## src/rtl/div_sched.sv

```systemverilog
// ---------------------------------------------------------------------------
// div_sched -- sequencer for the iterative DIV/DIVU unit in the Execute stage.
//
// Latches the operands of a DIV/DIVU, runs a radix-2 restoring divide over
// WIDTH cycles, stalls the pipeline while it works, then presents quotient and
// remainder for a single-cycle HI/LO write. An Execute-stage flush abandons the
// divide so a cancelled instruction never writes HI/LO.
//
// Ports:
//   clk       in   system clock, rising edge
//   resetn    in   asynchronous active-low reset
//   start_i   in   Execute stage holds a valid DIV/DIVU
//   signed_i  in   1 = DIV (signed), 0 = DIVU
//   opa_i     in   dividend (rs after forwarding)
//   opb_i     in   divisor  (rt after forwarding)
//   cancel_i  in   Execute-stage flush
//   stall_o   out  stall request to the hazard unit
//   busy_o    out  state is not IDLE
//   ready_o   out  result valid, HI/LO write enable (one cycle)
//   quot_o    out  quotient  (to LO)
//   rem_o     out  remainder (to HI)
//
// Optional build macro: DIV_EARLY_OUT_EN
//   When defined, a divide by zero or a dividend magnitude smaller than the
//   divisor magnitude skips the iterative phase and goes straight to DONE.
// ---------------------------------------------------------------------------
module div_sched #(
    parameter int WIDTH = 32,
    parameter int CNT_W = $clog2(WIDTH)
) (
    input  logic             clk,
    input  logic             resetn,
    input  logic             start_i,
    input  logic             signed_i,
    input  logic [WIDTH-1:0] opa_i,
    input  logic [WIDTH-1:0] opb_i,
    input  logic             cancel_i,
    output logic             stall_o,
    output logic             busy_o,
    output logic             ready_o,
    output logic [WIDTH-1:0] quot_o,
    output logic [WIDTH-1:0] rem_o
);

    typedef enum logic [1:0] {
        ST_IDLE = 2'd0,
        ST_DIV  = 2'd1,
        ST_DONE = 2'd2
    } state_t;

    localparam logic [CNT_W-1:0] LAST_CNT = CNT_W'(WIDTH - 1);

    state_t           state_reg;
    logic [CNT_W-1:0] cnt_reg;
    logic [WIDTH-1:0] divisor_reg;   // |opb|
    logic [WIDTH-1:0] work_q_reg;    // dividend bits shift out, quotient bits shift in
    logic [WIDTH-1:0] part_rem_reg;  // partial remainder
    logic [WIDTH-1:0] raw_a_reg;     // raw dividend, returned as remainder on /0
    logic             sign_q_reg;
    logic             sign_r_reg;
    logic             div_zero_reg;
    logic [WIDTH-1:0] quot_reg;
    logic [WIDTH-1:0] rem_out_reg;

    // Operand magnitudes (only negated for signed divides).
    logic             a_neg;
    logic             b_neg;
    logic [WIDTH-1:0] a_mag;
    logic [WIDTH-1:0] b_mag;
    logic             start_ok;

    always_comb begin
        a_neg    = signed_i & opa_i[WIDTH-1];
        b_neg    = signed_i & opb_i[WIDTH-1];
        a_mag    = a_neg ? (~opa_i + 1'b1) : opa_i;
        b_mag    = b_neg ? (~opb_i + 1'b1) : opb_i;
        start_ok = start_i & ~cancel_i;
    end

`ifdef DIV_EARLY_OUT_EN
    logic early_out;
    always_comb begin
        early_out = (opb_i == '0) | (a_mag < b_mag);
    end
`endif

    // One restoring step. The partial remainder is always below the divisor,
    // so the shifted value plus one borrow bit fits in WIDTH+1 bits and the
    // top bit of the difference is the "trial subtract failed" indicator.
    logic [WIDTH:0]   rem_shift;
    logic [WIDTH:0]   rem_diff;
    logic [WIDTH-1:0] part_rem_next;
    logic [WIDTH-1:0] work_q_next;
    logic [WIDTH-1:0] quot_final;
    logic [WIDTH-1:0] rem_final;

    always_comb begin
        rem_shift     = {part_rem_reg, work_q_reg[WIDTH-1]};
        rem_diff      = rem_shift - {1'b0, divisor_reg};
        part_rem_next = rem_diff[WIDTH] ? rem_shift[WIDTH-1:0] : rem_diff[WIDTH-1:0];
        work_q_next   = {work_q_reg[WIDTH-2:0], ~rem_diff[WIDTH]};

        // Signs reapplied to the magnitudes; -MIN/-1 wraps back to MIN.
        quot_final = sign_q_reg ? (~work_q_next + 1'b1) : work_q_next;
        rem_final  = sign_r_reg ? (~part_rem_next + 1'b1) : part_rem_next;
        if (div_zero_reg) begin
            quot_final = '1;
            rem_final  = raw_a_reg;
        end
    end

    always_ff @(posedge clk or negedge resetn) begin
        if (!resetn) begin
            state_reg    <= ST_IDLE;
            cnt_reg      <= '0;
            divisor_reg  <= '0;
            work_q_reg   <= '0;
            part_rem_reg <= '0;
            raw_a_reg    <= '0;
            sign_q_reg   <= 1'b0;
            sign_r_reg   <= 1'b0;
            div_zero_reg <= 1'b0;
            quot_reg     <= '0;
            rem_out_reg  <= '0;
        end else begin
            case (state_reg)
                ST_IDLE: begin
                    if (start_ok) begin
                        divisor_reg  <= b_mag;
                        work_q_reg   <= a_mag;
                        part_rem_reg <= '0;
                        raw_a_reg    <= opa_i;
                        sign_q_reg   <= signed_i & (opa_i[WIDTH-1] ^ opb_i[WIDTH-1]);
                        sign_r_reg   <= signed_i & opa_i[WIDTH-1];
                        div_zero_reg <= (opb_i == '0);
                        cnt_reg      <= '0;
`ifdef DIV_EARLY_OUT_EN
                        if (early_out) begin
                            // Quotient is trivially 0 (or all ones on /0) and
                            // the dividend is already the remainder.
                            state_reg   <= ST_DONE;
                            quot_reg    <= (opb_i == '0) ? '1 : '0;
                            rem_out_reg <= opa_i;
                        end else begin
                            state_reg <= ST_DIV;
                        end
`else
                        state_reg <= ST_DIV;
`endif
                    end
                end

                ST_DIV: begin
                    if (cancel_i) begin
                        state_reg <= ST_IDLE;
                    end else begin
                        part_rem_reg <= part_rem_next;
                        work_q_reg   <= work_q_next;
                        cnt_reg      <= cnt_reg + CNT_W'(1);
                        if (cnt_reg == LAST_CNT) begin
                            state_reg   <= ST_DONE;
                            quot_reg    <= quot_final;
                            rem_out_reg <= rem_final;
                        end
                    end
                end

                ST_DONE: begin
                    // start_i is still high for the instruction leaving E; ignore it.
                    state_reg <= ST_IDLE;
                end

                default: begin
                    state_reg <= ST_IDLE;
                end
            endcase
        end
    end

    // stall_o is combinational so the hazard unit sees it in the same cycle
    // the divide is first presented; a flush drops it immediately.
    always_comb begin
        stall_o = resetn & ~cancel_i &
                  (((state_reg == ST_IDLE) & start_i) | (state_reg == ST_DIV));
        busy_o  = (state_reg != ST_IDLE);
        ready_o = (state_reg == ST_DONE) & ~cancel_i;
        quot_o  = quot_reg;
        rem_o   = rem_out_reg;
    end

endmodule

```

## config.mk

```make
export PLATFORM = sky130hd
export DESIGN_NAME = div_sched
export DESIGN_NICKNAME = d
export VERILOG_FILES = /design/src/rtl/div_sched.sv
export SDC_FILE = /design/constraint.sdc
export NUM_CORES = 1
export LEC_CHECK = 0
export ABC_AREA = 1
export BUFFER_PORTS_ARGS = -buffer_cell sky130_fd_sc_hd__buf_4
export CAP_MARGIN = 20
export CORE_ASPECT_RATIO = 1.4
export CORE_MARGIN = 2
export CORE_UTILIZATION = 50
export DETAILED_ROUTE_END_ITERATION = 12
export PLACE_DENSITY_LB_ADDON = 0.2
export SLEW_MARGIN = 25
export SYNTH_ARGS = -nofsm -noshare
export SYNTH_HDL_FRONTEND = slang
export SYNTH_SLANG_ARGS = --single-unit
export TNS_END_PERCENT = 50
```

## constraint.sdc

```tcl
create_clock -name clk -period 5.65 [get_ports clk]
set_clock_uncertainty 0.2 [all_clocks]
set_input_delay 0.8475 -clock clk [delete_from_list [all_inputs] [get_ports clk]]
set_output_delay 0.8475 -clock clk [all_outputs]
set_load 0.005 [all_outputs]
```

== Word level (Yosys, flattened, before mapping) ==
Index checks and enable logic that the tools add are counted.
Widths: inputs -> output; s select.
Operators by class
  add/sub/neg operators: 6
  equal/unequal tests: 6
  muxes and demuxes: 20
  bitwise operators: 16
  reductions and logical operators: 8
Operators by type and width (number)
  $mux 32: 11
  $add 32x1->32 const B: 4
  $not 32->32: 4
  $pmux 32 s2: 2
  $sub 33x32->33: 1
  $logic_not 32->1: 1
  $mux 5: 2
  $pmux 5 s2: 1
  $and 1x1->1: 8
  $mux 2: 3
  $reduce_and 3->1: 2
  $add 5x1->5 const B: 1
  $eq 5x5->1 const B: 1
  $ne 2x2->1 const B: 2
  $pmux 2 s2: 1
  $reduce_and 2->1: 2
  $reduce_bool 2->1: 2
  $ne 3x3->1 const B: 1
  $eq 2x1->1 const B: 1
  $eq 2x2->1 const B: 1
  $logic_not 2->1: 1
  $not 1->1: 2
  $or 1x1->1: 1
  $xor 1x1->1: 1
Storage, ports and cells
  register bits: 202
  input bits: 69
  output and inout bits: 67
  word-level logic and storage cells: 67

== Longest topological paths before layout ==
Gate-level depths: netlist of run 1.
  depth after elaboration: 6
  gate-level depth with buffers: 29
  gate-level depth less buffers: 28

== Least setup slack after synthesis of run 1 ==
OpenSTA, ideal clock, no wires.
  path kind: register -> register
  from: reg divisor_reg[0]
  to: reg quot_reg[30] (netlist: quot_o[30])
  setup time: 65 ps
  data arrival time: 3846 ps
  required time: 5385 ps
  path slack: 1539 ps
  stages on the path, launching flop included: 29
  buffers on the path: 1
  clock period less this slack: 4111 ps
  cell sequence: dfrtp_1 -> ha_1 -> fa_1 -> inv_1 -> nand2_1 -> nand2_1 -> nand3_1 -> nand2_2 -> nand2_1 -> nand2_2 -> nand2_4 -> nand2_2 -> nand2_2 -> nand2_4 -> buf_6 -> ha_1 -> nand3_1 -> nor3_1 -> nand3_1 -> nor3_1 -> nand2_1 -> nor2_1 -> nor2_1 -> a21oi_1 -> o21ai_0 -> a21oi_1 -> xor2_1 -> o22ai_1 -> inv_1
On the way
  longest elaborated chain between the ends: 6
Ends and longest elaborated chain
  start, declared: line 55  | logic [WIDTH-1:0] divisor_reg;
  start signal, assigned: line 129  | divisor_reg <= b_mag;
  $sub 33x32->33: line 99  | rem_diff = rem_shift - {1'b0, divisor_reg};
  $not 1->1: line 101  | work_q_next = {work_q_reg[WIDTH-2:0], ~rem_diff[WIDTH]};
  $not 32->32: line 104  | quot_final = sign_q_reg ? (~work_q_next + 1'b1) : work_q_next;
  $add 32x1->32: line 104
  $mux 32: line 104
  $mux 32: line 106  | if (div_zero_reg) begin
  end signal, assigned: line 162  | quot_reg <= quot_final;
  end, declared: line 62  | logic [WIDTH-1:0] quot_reg;
Every way passes these cells.
A chain may end at the register's enable or synchronous reset.

== Worst setup path in the final report of run 1 ==
Ends and elaborated chain as after synthesis.

==> qor.txt, run 1 <==
Die ar.: 29,300 um2
Post-synth EDFFs: 0
Synth Area in Adders: 3.55%
Core Rows: 72
Simple-gate area share of the yosys netlist: 30.2%
Avg Synthesized Cell Area: 6.86 um2
Area of the multi-input gates: 7560 um2
Family with the most delay on the worst path: simple AND/OR/NAND/NOR gates
Vias in the first global route: 13,889
PD cells: 546 nW/um2
Ant. Diodes: 0
Critical Path AT: 4970 ps
Bufs on Longest Clock Path: 3
Layout cells sized above 1: 12.2%
PortBufs: 135
Synthesized area: 14,000 um2
Boundary Pins: 136
Fmax: 210 MHz
Reg2Reg Setup Slack: 890 ps
Clock Latency Late Sink: 530 ps
Die H: 202 um
Leakage: 8.56 nW
Synth unique cells: 49
Final setup fails: 0
Hold Path Class: input pin to async pin
Clk sinks: 202
Dpl ws: 1020 ps
Register area: 5050 um2
Post-cts hold buffer count: 0
PostCTS Resize Cnt: 0
Endpoint class of the critical path: flip-flop
Worst-path clk slew: 60 ps
Crit path buf inv count: 2
Hold Vio Cnt, Final: 0
Setup bufs post-CTS: 0
R2R cell count: 27
Worst reg2reg path endpoint: quot_o[30]
DR vias/cell: 5.43
Critical path class: flip-flop to flip-flop
Die W: 145 um
Seq/Total Area, Yosys: 36.2%
DRC Markers: 0
Mux share of post-synthesis cell area: 0%
Nets: 2,247
Final Cycle Share: 84.2%
Max-cap viol count: 0
RSZ-0062 raised after global routing: false
Post-synthesis async set-or-reset flop share: 100%
Slew Limit Fails: 0
1st-iter DRT viols: 865
Shortest period the worst path allows: 4760 ps
WP data required: 5860 ps
Combinational family with the most area after synthesis: simple AND/OR/NAND/NOR gates
Synthesized Nets: 2,142
Initial antenna violation count: 0
Antenna viol nets, final: 0
Starting Density: 50.6%
WL final: 43.5 mm
Post-Syn Instances: 2,034
Core area: 27,600 um2
Commonest non-fill, non-tap cells in the layout: 589 x nand2_1, 269 x inv_1, 202 x dfrtp_1
Worst Tran Pin Value: 952 ps
Detailed placement HPWL: 32.7 mm
Commonest non-fill, non-tap cell in the layout: nand2_1
Worst slew margin: 36.4%
Post-synthesis xor/xnor area fraction: 5.08%
CP max stage cell: fa_1
Outcome: completed
Largest net degree at the start of global routing: 79
Worst setup SP type: flip-flop
Worst Path Max Fanout: 6
First-pass GRT wire length: 69.9 mm
Max incr delay on CP: 430 ps
Setup WS post-layout: 892 ps
Setup TNS: 0 ps
Htree depth: 1
CTS root buf: clkbuf_16
Routed len/inst: 17.2 um
#FFs+latches synth: 202
Yosys warning count: 0
Fill cells: 2,797
Routed vias: 13,705
CTS tree: built
Synth Area in Compound Gates: 15.2%
Reg2Reg Launch Point: divisor_reg[0]
GPL Wtd Cong: 0.960
Area Growth Syn to Fin: 14.5%
Total routing usage reported by global routing: 29.7%
Predominant post-synthesis flop cell: dfrtp_1
Num CTS Buffers: 23
Total grt overflow: 0
VDD IR max: 0.000289 V
1st-pass router iterations: 5
[worst reg2reg max path, stage by stage, from the launching register on]
cell	delay (ps)
dfrtp_1	380
ha_1	230
fa_1	430
inv_1	100
nand2_1	50
nand2_1	70
nand3_1	80
nand2_2	110
nand2_1	70
nand2_2	90
nand2_4	70
nand2_2	90
nand2_2	120
nand2_4	120
ha_1	210
nand3_1	110
nor3_1	210
nand3_1	160
nor3_1	340
nand2_1	160
nor2_1	180
nor2_1	70
a21oi_1	310
o21ai_0	210
a21oi_1	200
xor2_1	80
o22ai_1	130
inv_1	60
[layout make-up]
| class | instances | area share [%] |
|---|---|---|
| clock buffers | 32 | 3.94 |
| clock inverters | 10 | 0.619 |
| inverters | 278 | 6.53 |
| multi-input cells | 1484 | 47.3 |
| flip-flops and latches | 202 | 31.6 |
| well taps | 370 | 2.90 |
| repair buffers | 150 | 7.09 |
[report_power, final]
part	internal (mW)	leakage (nW)	switching, mW
combinational	1.66	5.57	3.67
sequential	1.71	2.64	0.215
clock	0.833	0.350	0.640
total	4.20	8.56	4.53
[stage by stage]
step	hold WS (ps)	power, mW	cell area [um2]	utilization, %	std cells
after floorplan	244	5.82	14000	-	2034
after global placement	262	7.11	15200	55.3	2484
after detailed placement	266	7.16	15200	55.3	2484
after CTS	173	8.68	16000	58.0	2526
after global routing	204	9.44	16000	58.0	2526
final	154	8.73	16000	58.0	2526
[cell usage after synthesis (35+ instances only)]
library cell	n	area, um2
nand2_1	589	2210
inv_1	271	1020
dfrtp_1	202	5050
nor2_1	174	653
o21ai_0	167	836
nand3_1	98	490
a21oi_1	73	365
clkbuf_1	59	221
o22ai_1	52	325
xor2_1	48	420
ha_1	38	475
nor3_1	35	175
[cell families after synthesis]
family / Yosys count
simple gates: 991
compound gates: 373
buf+inv: 348
flops: 202
xor+xnor: 81
fa+ha+maj: 39
[metal layers]
metal / global-route usage [%] / routed length, um / up-vias
li1: - / - / 6756
met1: 33.0 / 16900 / 6431
met2: 54.7 / 22100 / 392
met3: 3.33 / 1930 / 126
met4: 17.2 / 2640 / 0
met5: 0 / 0 / -
[worst max-delay path by stage]
stage | depth (start not counted) | slack, ps | from | endpoint
6_report | 27 | 890 | divisor_reg[0] | quot_o[30]
5_1_grt | 27 | 480 | divisor_reg[0] | quot_o[30]
4_1_cts | 27 | 970 | divisor_reg[0] | quot_o[30]
3_5_place_dp | 27 | 1020 | divisor_reg[0] | quot_o[30]
3_3_place_gp | 27 | 1060 | divisor_reg[0] | quot_o[30]
2_1_floorplan | 28 | 1540 | divisor_reg[0] | quot_o[30]
(Power assumes the default switching activity.)
==> inputs of run 2 (changes only) <==
--- a/config.mk
+++ b/config.mk
@@ -5,7 +5,7 @@
 export SDC_FILE = /design/constraint.sdc
 export NUM_CORES = 1
 export LEC_CHECK = 0
-export ABC_AREA = 1
+export ABC_AREA = 0
 export BUFFER_PORTS_ARGS = -buffer_cell sky130_fd_sc_hd__buf_4
 export CAP_MARGIN = 20
 export CORE_ASPECT_RATIO = 1.4
==> constraint.sdc (replaced) <==
create_clock -name clk -period 4.35 [get_ports clk]
set_clock_uncertainty 0.2 [all_clocks]
set_input_delay 0.6525 -clock clk [delete_from_list [all_inputs] [get_ports clk]]
set_output_delay 0.6525 -clock clk [all_outputs]
set_load 0.005 [all_outputs]
==> run 2 against run 1 <==
Total power is 36% higher; sequential share of layout area is 1.4 points lower; register-to-register slack worse by 1300 ps; clock power is 27% higher; largest cell class unchanged; critical path type unchanged; maximum frequency is 1.0% higher; the flow now finishes with violations (negative setup slack); global-route usage is 1.1 points lower; critical endpoint is now rem_o[24].
==> qor.txt, run 2 <==
Hold Path Origin: opa_i[4]
Htree depth: 1 (unchanged)
Core Util, Final: 62.8% (was 58.0%)
VDD IR max: 0.000426 V (was 0.000289 V)
Reg2Reg Setup Slack: -360 ps (was 890 ps)
Hold endpoint: raw_a_reg[4]
Setup WS post-layout: -359 ps (was 892 ps)
Initial antenna violation count: 0 (unchanged)
R2R cell count: 19 (was 27)
Total routing usage reported by global routing: 28.5% (was 29.7%)
Die ar.: 28,200 um2 (was 29,300 um2)
Synth area leader: dfrtp_1 (unchanged)
Commonest non-fill, non-tap cell in the layout: buf_4 (was nand2_1)
DR vias/cell: 5.70 (was 5.43)
Yosys warning count: 0 (unchanged)
Critical path class: flip-flop to flip-flop (unchanged)
Final setup fails: 17 (was 0)
Gate power share: 63.1% (was 61.0%)
Worst Tran Pin Value: 1080 ps (was 952 ps)
Predominant post-synthesis flop cell: dfrtp_1 (unchanged)
Hold Path Class: input pin to flip-flop (was input pin to async pin)
Dpl ws: -345 ps (was 1020 ps)
Shortest period the worst path allows: 4710 ps (was 4760 ps)
DRC Markers: 0 (unchanged)
Flop pwr share: 21.2% (was 22.1%)
Core area: 26,700 um2 (was 27,600 um2)
WL final: 40.1 mm (was 43.5 mm)
Layout cells sized above 1: 20.5% (was 12.2%)
First-pass GRT wire length: 64.9 mm (was 69.9 mm)
Area Growth Syn to Fin: 24.7% (was 14.5%)
Fmax: 212 MHz (was 210 MHz)
Worst slew margin: 27.4% (was 36.4%)
Worst reg2reg path endpoint: rem_o[24] (was quot_o[30])
Slew Limit Fails: 0 (unchanged)
Max-cap viol count: 0 (unchanged)
#FFs+latches synth: 202 (unchanged)
Starting Density: 50.4% (was 50.6%)
Post-Syn Instances: 1,662 (was 2,034)
P_sw: 5.37 mW (was 4.53 mW)
Core Rows: 71 (was 72)
Top post-synthesis cells by area: dfrtp_1 38%, nand2_1 7.8%, o21ai_0 6.7% (was dfrtp_1 36%, nand2_1 16%, inv_1 7.3%)
Worst Hold Depth: 3
Avg Synthesized Cell Area: 8.08 um2 (was 6.86 um2)
Die W: 142 um (was 145 um)
Num CTS Buffers: 22 (was 23)
Reg2Reg Launch Point: divisor_reg[0] (unchanged)
Largest net degree at the start of global routing: 171 (was 79)
Final Cycle Share: 108% (was 84.2%)
Post-DP Area: 15,700 um2 (was 15,200 um2)
P_int: 6.53 mW (was 4.20 mW)
Clk pwr share: 15.7% (was 16.9%)
Commonest non-fill, non-tap cells in the layout: 292 x buf_4, 280 x nand2_1, 202 x dfrtp_1 (was 589 x nand2_1, 269 x inv_1, 202 x dfrtp_1)
Die H: 198 um (was 202 um)
WP data required: 4550 ps (was 5860 ps)
Switching Share: 45.1% (was 51.8%)
Synth unique cells: 82 (was 49)
Worst Path Max Fanout: 7 (was 6)
Total grt overflow: 0 (unchanged)
Routed vias: 12,759 (was 13,705)
CTS root buf: clkbuf_16 (unchanged)
PD cells: 711 nW/um2 (was 546 nW/um2)
Outcome: finished with violations (was completed)
Synthesized area: 13,400 um2 (was 14,000 um2)
Boundary Pins: 136 (unchanged)
Post-synthesis async set-or-reset flop share: 100% (unchanged)
Most frequent cells after synthesis: 280 x nand2_1, 202 x dfrtp_1, 181 x o21ai_0 (was 589 x nand2_1, 271 x inv_1, 202 x dfrtp_1)
Ant. Diodes: 0 (unchanged)
Routed len/inst: 17.9 um (was 17.2 um)
1st-iter DRT viols: 705 (was 865)
Total power: 11.9 mW (was 8.73 mW)
Setup TNS: -3120 ps (was 0 ps)
Seq/Total Area, Yosys: 37.7% (was 36.2%)
RSZ-0062 raised after global routing: true (was false)
Count leader, synth: nand2_1 (unchanged)
Synthesized Nets: 1,770 (was 2,142)
Clk sinks: 202 (unchanged)
Final instance area: 16,700 um2 (was 16,000 um2)
Post-synth EDFFs: 0 (unchanged)
Vias in the first global route: 12,639 (was 13,889)
GPL Wtd Cong: 0.875 (was 0.960)
Worst-path clk slew: 60 ps (about the same)
Leakage: 7.83 nW (was 8.56 nW)
Antenna viol nets, final: 0 (unchanged)
Post-synth top area share: 37.7% (was 36.2%)
Bufs on Longest Clock Path: 3 (unchanged)
Endpoint class of the critical path: flip-flop (unchanged)
Detailed placement HPWL: 29.2 mm (was 32.7 mm)
CTS tree: built (unchanged)
Clock Latency Late Sink: 520 ps (was 530 ps)
1st-pass router iterations: 5 (unchanged)
Hold Vio Cnt, Final: 0 (unchanged)
Worst setup SP type: flip-flop (unchanged)
PortBufs: 135 (unchanged)
Critical Path AT: 4910 ps (was 4970 ps)
Failing checks: negative setup slack
Nets: 2,005 (was 2,247)
==> run 2: per-stage QoR <==
stage / hold WS [ps] / std cells
final: 172 / 2238
after global routing: 170 / 2238
after CTS: 150 / 2232
after detailed placement: 256 / 2186
after global placement: 250 / 2186
after floorplan: 157 / 1662
==> run 2: cells by family after synthesis <==
| family | synth area share, % |
|---|---|
| buffers and inverters | 4.19 |
| adder cells (fa/ha/maj) | 3.69 |
| XOR/XNOR | 8.23 |
| AND/OR/NAND/NOR | 21.2 |
| flip-flops | 37.7 |
| AO/OA/AOI/OAI | 21.8 |
| multiplexers | 3.23 |
==> run 2: routing by layer <==
| metal | global-route usage [%] | vias up | wire length [um] |
|---|---|---|---|
| met4 | 10.1 | 0 | 1430 |
| met5 | 0 | - | 0 |
| li1 | - | 6299 | - |
| met1 | 36.3 | 6043 | 17100 |
| met3 | 3.85 | 84 | 1900 |
| met2 | 49.6 | 333 | 19600 |
==> run 2: cell type report <==
cell class                      instances  area, um2
Multi-Input combinational cell       1316       8090
Inverter                               58        220
Clock inverter                          8       77.6
Fill cell                            2367       9910
Tap cell                              328        410
Clock buffer                           29        628
Sequential cell                       202       5050
Timing Repair Buffer                  297       2260
==> run 2: timing repair <==
item	in CTS	in global routing
endpoints found under the setup margin	18	28
resized for setup	18	20
hold buffers	1	0
endpoints found under the hold margin	32	0
buffers inserted	8	7
pin swaps	14	14
==> run 2: worst max-delay path by stage <==
stage | from | to | slack [ps] | cells after the start
2_1_floorplan | work_q_reg[31] | rem_o[24] | -420 | 22
3_3_place_gp | work_q_reg[31] | rem_o[24] | -200 | 20
3_5_place_dp | work_q_reg[31] | rem_o[28] | -350 | 20
4_1_cts | divisor_reg[0] | rem_o[24] | -270 | 19
5_1_grt | divisor_reg[0] | rem_o[24] | -490 | 19
6_report | divisor_reg[0] | rem_o[24] | -360 | 19
==> run 2: power groups by stage <==
stage	Sequential, mW	Combinational (mW)	Clock, mW
2_1_floorplan	2.49	4.56	0
3_3_place_gp	2.52	6.87	0
3_5_place_dp	2.54	6.93	0
4_1_cts	2.51	7.22	1.91
5_1_grt	2.56	8.17	1.98
6_report	2.52	7.51	1.87
==> run 2: worst max-delay path: stages, from the launching register on <==
cell and delay, ps:
dfrtp_1 390, ha_2 200, fa_2 340, nand2b_4 160, a21boi_4 140, o22ai_2 120
o21a_1 200, o41a_4 400, xnor2_4 150, inv_4 110, nor2_1 70, a21oi_2 140
ha_2 210, or4b_4 460, mux2i_2 210, or2_4 200, nand4_4 190, or4b_4 540
nand4_1 110, nand2_1 50
